**config.mk**
```make
export PLATFORM = sky130hd
export DESIGN_NAME = dmem_port_arbiter
export DESIGN_NICKNAME = d
export VERILOG_FILES = /design/src/rtl/dmem_port_arbiter.sv
export SDC_FILE = /design/constraint.sdc
export NUM_CORES = 1
export LEC_CHECK = 0
export CELL_PAD_IN_SITES_DETAIL_PLACEMENT = 1
export CELL_PAD_IN_SITES_GLOBAL_PLACEMENT = 1
export CORE_UTILIZATION = 26
export DETAILED_ROUTE_END_ITERATION = 8
export PLACE_DENSITY = 0.8
export SKIP_CTS_REPAIR_TIMING = 1
export SKIP_LAST_GASP = 1
export SYNTH_ARGS = -nofsm -noshare
export SYNTH_HDL_FRONTEND = slang
export SYNTH_SLANG_ARGS = --single-unit
```
**constraint.sdc**
```tcl
create_clock -name CLK -period 4.2 [get_ports CLK]
set_input_delay 0.84 -clock CLK [delete_from_list [all_inputs] [get_ports CLK]]
set_output_delay 0.84 -clock CLK [all_outputs]
set_load 0.01 [all_outputs]
```
**src/rtl/dmem_port_arbiter.sv**
```systemverilog
// dmem_port_arbiter: CPU/DBG arbiter for the single-ported data memory (optional perf counters under DMEM_ARB_PERF_EN)
module dmem_port_arbiter #(
  parameter int ADDR_W   = 8,
  parameter int DATA_W   = 8,
  parameter int LOCK_MAX = 15
) (
  input  logic              CLK,
  input  logic              reset,
  input  logic              cpu_req,
  input  logic              cpu_we,
  input  logic [ADDR_W-1:0] cpu_addr,
  input  logic [DATA_W-1:0] cpu_wdata,
  output logic              cpu_gnt,
  output logic              cpu_rvalid,
  output logic [DATA_W-1:0] cpu_rdata,
  output logic              cpu_stall,
  input  logic              dbg_req,
  input  logic              dbg_lock,
  input  logic              dbg_we,
  input  logic [ADDR_W-1:0] dbg_addr,
  input  logic [DATA_W-1:0] dbg_wdata,
  output logic              dbg_gnt,
  output logic              dbg_rvalid,
  output logic [DATA_W-1:0] dbg_rdata,
  output logic              mem_we,
  output logic [ADDR_W-1:0] mem_addr,
  output logic [DATA_W-1:0] mem_wdata,
  input  logic [DATA_W-1:0] mem_rdata
`ifdef DMEM_ARB_PERF_EN
  ,
  output logic [15:0]       conflict_cnt,
  output logic [15:0]       cpu_stall_cnt
`endif
);
  localparam int CNT_W = (LOCK_MAX > 0) ? $clog2(LOCK_MAX + 1) : 1;
  typedef enum logic {ARB, LOCKED} state_t;
  state_t            state_q, state_d;
  logic              last_dbg_q, last_dbg_d;
  logic [CNT_W-1:0]  lock_cnt_q, lock_cnt_d;
  logic              idle_q, idle_d;
  logic              cpu_rvalid_q, dbg_rvalid_q;
  logic [DATA_W-1:0] cpu_hold_q, dbg_hold_q;
  logic              arb_cpu, force_cpu, lock_exit, cnt_open;
  // Grants: round-robin in ARB, DBG priority in LOCKED except for the forced CPU slot
  always_comb begin
    arb_cpu   = cpu_req & (~dbg_req | last_dbg_q);
    force_cpu = (LOCK_MAX != 0) && (state_q == LOCKED) && (lock_cnt_q == CNT_W'(LOCK_MAX)) && cpu_req;
    cpu_gnt   = ~reset & ((state_q == ARB) ? arb_cpu : force_cpu);
    dbg_gnt   = ~reset & dbg_req & ((state_q == ARB) ? ~arb_cpu : ~force_cpu);
    cpu_stall = cpu_req & ~cpu_gnt;
    mem_we    = cpu_gnt ? cpu_we : (dbg_gnt & dbg_we);
    mem_addr  = cpu_gnt ? cpu_addr : dbg_gnt ? dbg_addr : '0;
    mem_wdata = cpu_gnt ? cpu_wdata : dbg_gnt ? dbg_wdata : '0;
  end
  // Lock FSM next state, last-winner pointer, lock counter and DBG idle tracking
  always_comb begin
    lock_exit  = (state_q == LOCKED) && (~dbg_lock || (~dbg_req && idle_q));
    cnt_open   = (LOCK_MAX != 0) && (lock_cnt_q != CNT_W'(LOCK_MAX));
    last_dbg_d = cpu_gnt ? 1'b0 : dbg_gnt ? 1'b1 : last_dbg_q;
    state_d    = (state_q == ARB) ? ((dbg_gnt & dbg_lock) ? LOCKED : ARB) : (lock_exit ? ARB : LOCKED);
    lock_cnt_d = (state_q == ARB) ? ((dbg_gnt && dbg_lock && (LOCK_MAX != 0)) ? CNT_W'(1) : '0)
               : (lock_exit || force_cpu) ? '0
               : (dbg_gnt && cnt_open) ? lock_cnt_q + CNT_W'(1) : lock_cnt_q;
    idle_d     = (state_q == LOCKED) && ~lock_exit && ~dbg_req;
  end
  // Arbiter state plus registered read-valid and read-data hold
  always_ff @(posedge CLK) begin
    if (reset) begin
      state_q      <= ARB;
      last_dbg_q   <= 1'b1;
      lock_cnt_q   <= '0;
      idle_q       <= 1'b0;
      cpu_rvalid_q <= 1'b0;
      dbg_rvalid_q <= 1'b0;
      cpu_hold_q   <= '0;
      dbg_hold_q   <= '0;
    end else begin
      state_q      <= state_d;
      last_dbg_q   <= last_dbg_d;
      lock_cnt_q   <= lock_cnt_d;
      idle_q       <= idle_d;
      cpu_rvalid_q <= cpu_gnt & ~cpu_we;
      dbg_rvalid_q <= dbg_gnt & ~dbg_we;
      if (cpu_rvalid_q) cpu_hold_q <= mem_rdata;
      if (dbg_rvalid_q) dbg_hold_q <= mem_rdata;
    end
  end
  assign cpu_rvalid = cpu_rvalid_q;
  assign dbg_rvalid = dbg_rvalid_q;
  assign cpu_rdata  = cpu_rvalid_q ? mem_rdata : cpu_hold_q;
  assign dbg_rdata  = dbg_rvalid_q ? mem_rdata : dbg_hold_q;
`ifdef DMEM_ARB_PERF_EN
  // Saturating counters of contended cycles and CPU stall cycles
  always_ff @(posedge CLK) begin
    if (reset) begin
      conflict_cnt  <= '0;
      cpu_stall_cnt <= '0;
    end else begin
      if (cpu_req & dbg_req & ~&conflict_cnt) conflict_cnt <= conflict_cnt + 16'd1;
      if (cpu_stall & ~&cpu_stall_cnt) cpu_stall_cnt <= cpu_stall_cnt + 16'd1;
    end
  end
`endif
endmodule

```
==> metrics <==
Final HPWL DP=3330 µm; min Tclk post-route=approximately 3.7 ns; Core Area=around 4400 µm²; htree depth=1; row cnt=24; grt ovf=0; Hold Crit Start=lock_cnt_q[2]; critical path's slowest cell=clkdlybuf4s50_1; worst hold path class=reg2reg; pin count of the biggest net entering global routing=24; drt drc=9; Lkg Pwr=0.840 nW; worst slew pin tran=0.497 ns; crit-path leading delay family=buffers and inverters; first-pass GRT wire length=around 6400 µm; Detail Route Antenna Nets=0; clock sinks=25; Final Skew=0.0109 ns; sequential share of the synthesized area=0.409; Final Util=0.483; post-synth top area cell=dfxtp_1; first drt pass iteration count=8; die span in y=just over 70 µm; most used cell, CP=clkdlybuf4s50_1; synthesized area=1220 µm²; CTS tree=built; XOR/XNOR Fraction of Synth Area=0; final setup violation count=0; CTS max path bufs=2; final period utilization=0.885; Mapped Nets=between 150 and 200; failing checks=design-rule violations; most common cell after layout, fill and taps aside=clkdlybuf4s50_1; max incr delay on CP=around 0.55 ns; die area=4990 µm²; Crit Path Max Fanout=18; Top Ports=85; Final TNS setup=0 ns; Most Crowded Layer GR=met2; Setup crit start kind=input port; initial core utilization=0.275; M3 GR Usage=0.0427; CP Buf/Inv Count=2; met2 GRT Util=0.320; DR vias=1,246; Via density=4.92; Synth Area in Simple Gates=0.192; relative slew slack=0.667; Final Hold Viols=0; worst reg2reg path startpoint=lock_cnt_q[0]; FILL cells=503; FF+latch count, synth=25; CTS root buffer=clkbuf_8; n_diodes=0; Yosys cell types=28; synth-to-layout area growth=75.3%; Peak Freq=about 270 MHz; Avg Cell Area, Syn=10.2 µm²; I/O Buffers=84; Tot GR Track Use=0.164; cell chain of the critical path=clkdlybuf4s50_1, nor2b_1, nand2_1, nor2_4, a22o_1, clkdlybuf4s50_1; cells after synthesis=120; most frequent cells in the layout=84 x clkdlybuf4s50_1, 25 x dfxtp_1, 19 x nor2b_1, 17 x a22o_1, 16 x mux2_1; share of cells above drive strength 1=0.0398; met1 usage=0.181; Critical Path End Type=output port; Num CTS Buffers=3; critical path arrival=2.88 ns; GP Congestion=around 0.8; MaxCap Viol Count=0; clock-pin slew on the worst setup and hold paths=roughly 0.10 ns; vias in the first global route=1,307; post-synthesis adder-cell area fraction=0.0102; RSZ-0062 raised after global routing=false; Critical Path RT=3.36 ns; outcome=complete, but fails checks; post-synthesis mux area share=0.172; peak supply drop=approximately 0.13 mV; Synth Warn #=0; R2R Setup Slk=2.57 ns; Synth top area share=0.409; Final #Nets=250; initial detailed-routing violation count=between 50 and 60; DRT Wirelength=4110 µm; die width=70.6 µm; Slew Limit Fails=0; largest cells by area after synthesis=dfxtp_1 41%, mux2_1 15%, a22o_1 12%; largest family of logic cells by synthesized area=simple AND/OR/NAND/NOR gates; worst-skew pair later-pin latency=approximately 0.28 ns; CP startpoint=dbg_req; wire length per cell=16.3 µm; Tot Pwr=0.549 mW; complex-gate fraction of the synthesized area=0.171; P per Cell Area=256 nW/µm²; initial antenna violation count=0; Crit Path Category=in2out
==> through the flow <==
stage	hold slack (ns)	cell area, µm²	std cells	worst slack, ns
after global placement	0.471	2100	249	0.629
after detailed placement	0.496	2100	249	0.510
final	0.520	2140	253	0.481
after CTS	0.523	2140	253	0.507
after global routing	0.550	2140	253	0.383
after floorplan	0.453	1220	120	1.69
==> per-layer routing <==
layer  up-vias  share of wire  wire length [µm]
met2        26           0.57              2350
met5         -              0                 0
met3         0          0.044               181
met1       625           0.38              1580
li1        595              -                 -
met4         0              0                 0
==> worst register-to-register path: stages, from the launching register on <==
cell,delay [ns]
dfxtp_1,0.39
ha_1,0.18
and3_1,0.20
and3b_1,0.24
a21o_1,0.20
a2111oi_2,0.32
==> state kept, by name, indices dropped and copies added, names as in the netlist <==
register,count
cpu_hold_q,8
dbg_hold_q,8
lock_cnt_q,4
cpu_rvalid,1
dbg_rvalid,1
idle_q,1
last_dbg_q,1
state_q,1
==> final timing paths <==
kind,end,cells past startpoint
worst min register to register,lock_cnt_q[2],2
worst min-delay path,lock_cnt_q[2],2
worst max-delay path,mem_wdata[7],6
worst max register to register,lock_cnt_q[0],5
==> kinds of logic after synthesis <==
logic type,after synthesis
buffers and inverters,11
adder cells (fa/ha/maj),1
AND/OR/NAND/NOR,39
multiplexers,19
flip-flops,25
AO/OA/AOI/OAI,25
==> power breakdown <==
part	switching [mW]	internal [mW]	total, mW
logic	0.0533	0.0955	0.149
clock network	0.0835	0.0674	0.151
registers	0.00507	0.244	0.249
total	0.142	0.407	0.549
==> cells in the mapped netlist (all sizes together) <==
cell type,instances
nand3,2
ha,1
a2111oi,1
nor2,2
a21oi,2
dfxtp,25
clkbuf,4
mux2i,3
nor2b,19
mux2,16
nor3,4
buf,5
a21o,2
o21ai,1
inv,2
a211oi,1
nand3b,1
nand2,3
nand4,2
nor4,1
o211ai,1
and3b,1
and3,2
a22o,17
nand2b,2
==> cell type report <==
type / instances / area [µm²] / share of cell area
Timing Repair Buffer: 86 / 856 / 0.399
Multi-Input combinational cell: 84 / 667 / 0.311
Sequential cell: 25 / 500 / 0.233
Tap cell: 52 / 65.1 / 0.0303
Clock buffer: 3 / 41.3 / 0.0193
Clock inverter: 1 / 7.51 / 0.00350
Inverter: 2 / 7.51 / 0.00350
(Power assumes the default switching activity.)
